[src/rtl/if_stage.sv]
// Instruction fetch stage: drives one-at-a-time requests to instruction memory
// and presents returned words (with their PC) to the operand-fetch stage.
//
// state | meaning
// ------+-------------------------------------------------------------------
// FETCH | request asserted at the current PC, waiting for memory to accept
// WAIT  | request accepted, waiting for read data (squash_q marks a stale one)
// HOLD  | word returned while OF was stalled; parked in the hold buffer
module if_stage #(
    parameter logic [31:0] RESET_PC = 32'h0000_0000
) (
    input  logic        clk,
    input  logic        rst_n,
    input  logic        stall,
    input  logic        isBranchTaken,
    input  logic [31:0] branchPC,
    output logic        imem_req,
    output logic [31:0] imem_addr,
    input  logic        imem_ready,
    input  logic        imem_rvalid,
    input  logic [31:0] imem_rdata,
    output logic [31:0] IF_OF_INST,
    output logic [31:0] IF_OF_PC,
    output logic        IF_OF_VALID
);

    typedef enum logic [1:0] {
        FETCH = 2'd0,
        WAIT  = 2'd1,
        HOLD  = 2'd2
    } state_t;

    localparam logic [31:0] PC_ALIGN_MASK   = 32'hFFFF_FFFC;
    localparam logic [31:0] RESET_PC_ALIGNED = RESET_PC & PC_ALIGN_MASK;

    state_t      state_q, state_d;
    logic [31:0] pc_q, pc_d;
    logic        squash_q, squash_d;
    logic [31:0] hold_inst_q, hold_inst_d;
    logic [31:0] hold_pc_q, hold_pc_d;
    logic [31:0] out_inst_q, out_inst_d;
    logic [31:0] out_pc_q, out_pc_d;
    logic        out_valid_q, out_valid_d;

    logic        accept;
    logic        out_free;

    // Memory request is a pure function of state; gated so nothing leaks out during reset.
    always_comb begin
        imem_req  = (state_q == FETCH) && rst_n;
        imem_addr = pc_q;
    end

    // Next-state, PC, squash, hold buffer and output register computation.
    always_comb begin
        state_d     = state_q;
        pc_d        = pc_q;
        squash_d    = squash_q;
        hold_inst_d = hold_inst_q;
        hold_pc_d   = hold_pc_q;
        out_inst_d  = out_inst_q;
        out_pc_d    = out_pc_q;
        out_valid_d = out_valid_q;

        accept   = (state_q == FETCH) && imem_ready;
        out_free = !out_valid_q || !stall;

        if (isBranchTaken) begin
            // Redirect wins over everything, including a stalled OF.
            pc_d        = branchPC & PC_ALIGN_MASK;
            out_valid_d = 1'b0;
            // A request still in flight must have its data dropped when it lands;
            // a word landing on this very edge is simply not captured.
            if (accept || ((state_q == WAIT) && !imem_rvalid)) begin
                state_d  = WAIT;
                squash_d = 1'b1;
            end else begin
                state_d  = FETCH;
                squash_d = 1'b0;
            end
        end else begin
            // Default consumption: OF took the instruction and nothing replaces it.
            if (!stall) begin
                out_valid_d = 1'b0;
            end

            case (state_q)
                FETCH: begin
                    if (accept) begin
                        state_d = WAIT;
                    end
                end

                WAIT: begin
                    if (imem_rvalid) begin
                        if (squash_q) begin
                            squash_d = 1'b0;
                            state_d  = FETCH;
                        end else begin
                            pc_d = pc_q + 32'd4;
                            if (out_free) begin
                                out_inst_d  = imem_rdata;
                                out_pc_d    = pc_q;
                                out_valid_d = 1'b1;
                                state_d     = FETCH;
                            end else begin
                                hold_inst_d = imem_rdata;
                                hold_pc_d   = pc_q;
                                state_d     = HOLD;
                            end
                        end
                    end
                end

                HOLD: begin
                    // Outputs are occupied and frozen until OF releases the stall.
                    if (!stall) begin
                        out_inst_d  = hold_inst_q;
                        out_pc_d    = hold_pc_q;
                        out_valid_d = 1'b1;
                        state_d     = FETCH;
                    end
                end

                default: begin
                    state_d = FETCH;
                end
            endcase
        end
    end

    // State and datapath registers with synchronous active-low reset.
    always_ff @(posedge clk) begin
        if (!rst_n) begin
            state_q     <= FETCH;
            pc_q        <= RESET_PC_ALIGNED;
            squash_q    <= 1'b0;
            hold_inst_q <= 32'h0;
            hold_pc_q   <= 32'h0;
            out_inst_q  <= 32'h0;
            out_pc_q    <= 32'h0;
            out_valid_q <= 1'b0;
        end else begin
            state_q     <= state_d;
            pc_q        <= pc_d;
            squash_q    <= squash_d;
            hold_inst_q <= hold_inst_d;
            hold_pc_q   <= hold_pc_d;
            out_inst_q  <= out_inst_d;
            out_pc_q    <= out_pc_d;
            out_valid_q <= out_valid_d;
        end
    end

    // Output register drive.
    always_comb begin
        IF_OF_INST  = out_inst_q;
        IF_OF_PC    = out_pc_q;
        IF_OF_VALID = out_valid_q;
    end

endmodule

[config.mk]
export PLATFORM = sky130hd
export DESIGN_NAME = if_stage
export DESIGN_NICKNAME = d
export VERILOG_FILES = /design/src/rtl/if_stage.sv
export SDC_FILE = /design/constraint.sdc
export NUM_CORES = 1
export LEC_CHECK = 0
export BUFFER_PORTS_ARGS = -buffer_cell sky130_fd_sc_hd__buf_2
export CORE_MARGIN = 2
export CORE_UTILIZATION = 40
export CTS_CLUSTER_DIAMETER = 120
export DETAILED_ROUTE_END_ITERATION = 12
export SLEW_MARGIN = 10
export SYNTH_ARGS = -nofsm -noshare
export SYNTH_HDL_FRONTEND = slang
export SYNTH_SLANG_ARGS = --single-unit
[constraint.sdc]
create_clock -name clk -period 3.1 [get_ports clk]
set_input_delay 0.62 -clock clk [delete_from_list [all_inputs] [get_ports clk]]
set_output_delay 0.62 -clock clk [all_outputs]
set_load 0.01 [all_outputs]
==> results.ini <==
[status]
outcome = completed

[sta]
tns_ns = 0
fmax_mhz = 396
finalHoldViolations = 0
setup_viol = 0
post-route-min-period_ns = 2.52
worst_pin_slew_ns = 0.835
slew_headroom = 0.444
post-route-period-util = 0.814
maxSlewViolCount = 0
fin_worst_skew_ns = 0.00803
rsz0062_at_grt = no

[floorplanning]
die_h_um = 142
die_area_um2 = 20200
die_w_um = 142
core_um2 = 18700
start_util = 0.408
rows = 50
io_pins = 168

[power_and_ir_drop]
powerDensity_nw_per_um2 = 500
irDropWorstVdd_v = 0.000386
leakage_nw = 3.34
fin_total_pwr_w = 0.00457

[clock_tree]
cts-resized-gates = 0
clk-insertion-delay-late_ns = 0.41
numCtsBuffers = 17
clock_path_buffers = 2
path_clk_slew_ns = 0.06
post-cts-setup-buffers = 0
htreeDepth = 4
cts_tree = yes
cts_root_buf = clkbuf_16
ctsHoldBuffers = 0
clkSinkCount = 158

[drt]
vias = 6684
drtIter0Drc = 419
drc = 0
ant_nets = 0
drtPass1Iterations = 5
viasPerCell = 5.30
post_drt_wl_per_cell_um = 15.7
wl_um = 19800

[cells_and_area]
syn_to_final_growth_pct = 19.6
most-common-layout-cells = buf_2 (159), dfxtp_1 (158), nand2_1 (148), a21boi_0 (109), o21ai_0 (85)
layout-drive-gt1-share = 0.211
fin_nets = 1087
mostFrequentLayoutCell = buf_2

[placement]
port_buffers = 161
dp_hpwl_um = 12600
gp_congestion = 0.735

[global_routing]
grt_max_degree = 83
grt.total_usage = 0.199
grt_pass1_vias = 6087
grt_pass1_wl_um = 32500
antenna_found_initial = 2
overflow = 0

[synthesis]
yosysSeqAreaShare = 0.414
synth_compound_area_frac = 0.228
synth_ff_type = dfxtp_1
syn-cell-area_um2 = 7630
synthArstFlopShare = 0
synth_edf_count = 0
synth_xor_xnor_area_share = 0.0103
ys_ff_latch = 158
synth.mux.area_fraction = 0.0815
yosys.area_share.simple = 0.204
ys_warn_count = 0
synth_fa_ha_area_frac = 0.00820
syn_inst = 901
synth_top_family_by_area = compound AO/OA/AOI/OAI gates
synth_cell_type_count = 54
synth.avg_cell_area_um2 = 8.47

[run]
drv_cap = 0

[critical_path]
crit_required_ns = 3.45
critPathMaxFanout = 14
cp-start-kind = flop
cp-end-kind = flop
worst_ep_arrival_time_ns = 2.87
worstSetupPathType = reg2reg

[min_path]
holdCritPathClass = in2reg

-- Yosys cell counts (3+ instances only) --
cell type / count / area, um2
buf_4: 4 / 30.0
buf_1: 3 / 11.3
a31oi_1: 5 / 31.3
or4_1: 8 / 60.1
xnor2_1: 8 / 70.1
clkbuf_1: 75 / 282
nand2b_1: 8 / 50.1
nand2_1: 148 / 556
a21oi_1: 12 / 60.1
o21ai_0: 85 / 425
o311a_1: 5 / 50.1
and3_1: 9 / 56.3
o211a_1: 5 / 50.1
nor4_1: 11 / 68.8
buf_2: 5 / 25.0
o31a_1: 3 / 26.3
mux2i_1: 61 / 611
nor2_1: 8 / 30.0
a21boi_1: 14 / 105
o31ai_1: 4 / 30.0
a21boi_0: 109 / 818
a211oi_1: 3 / 22.5
nor3_1: 7 / 35.0
or3_1: 65 / 407
ha_1: 5 / 62.6
and4_1: 4 / 35.0
inv_1: 10 / 37.5
nand4_1: 11 / 68.8
dfxtp_1: 158 / 3160
nor3b_1: 3 / 22.5
nand3_1: 16 / 80.1
-- worst max-delay path, stage by stage, from the launching register on --
cell and delay [ns]:
dfxtp_1 0.34, inv_1 0.11, ha_1 0.31, nand3b_2 0.19
or4_1 0.80, or4_1 0.54, a31oi_1 0.16
-- per-layer routing --
layer	track usage	routed length, um	part of all wire	vias to the layer above
li1	-	-	-	3417
met3	0.0424	878	0.044	18
met4	0.0547	236	0.012	2
met2	0.322	9280	0.47	119
met5	0	12	0.00061	-
met1	0.268	9390	0.47	3128
-- kinds of logic after synthesis --
logic type	after synthesis
other cells	1
buf+inv	99
compound gates	259
flops	158
fa+ha+maj	5
xor+xnor	9
simple gates	308
mux	62
-- power by group --
part	switching [W]	internal, W	leakage [nW]
sequential	0.0000638	0.00208	1.28
clock	0.000834	0.00118	0.279
combinational	0.000236	0.000178	1.78
total	0.00113	0.00343	3.34
-- state kept, by name, summed over array words and instances, names as in the netlist --
name	cells
hold_inst_q	32
IF_OF_INST	32
IF_OF_VALID	1
squash_q	1
imem_addr	30
hold_pc_q	30
IF_OF_PC	30
state_q	2
-- layout make-up --
class,instances,area [um2]
diodes,1,2.50
clock buffers,24,482
clock inverters,8,80.1
fillers,1886,9570
inverters,10,37.5
multi-input cells,647,4110
flip-flops and latches,158,3160
well taps,234,293
repair buffers,178,963
-- final timing paths --
check                                   start            end  slack [ns]  depth (start not counted)
worst min-delay path              branchPC[4]   imem_addr[4]        0.42                          2
worst max register to register     state_q[1]  imem_addr[19]        0.58                          6
worst min register to register  hold_pc_q[16]  hold_pc_q[16]        0.46                          2
worst max-delay path               state_q[1]  imem_addr[19]        0.58                          6
-- stage by stage --
step | setup slack (ns) | area [um2] | std cells | utilization | hold slack [ns]
finish | 0.577 | 9130 | 1260 | 0.488 | 0.421
global route | 0.398 | 9130 | 1259 | 0.488 | 0.413
CTS | 0.575 | 9130 | 1259 | 0.488 | 0.400
detailed placement | 0.601 | 8570 | 1227 | 0.458 | 0.456
global placement | 0.604 | 8570 | 1227 | 0.458 | 0.449
floorplan | 0.907 | 7640 | 904 | - | 0.443
(Power assumes the default switching activity.)
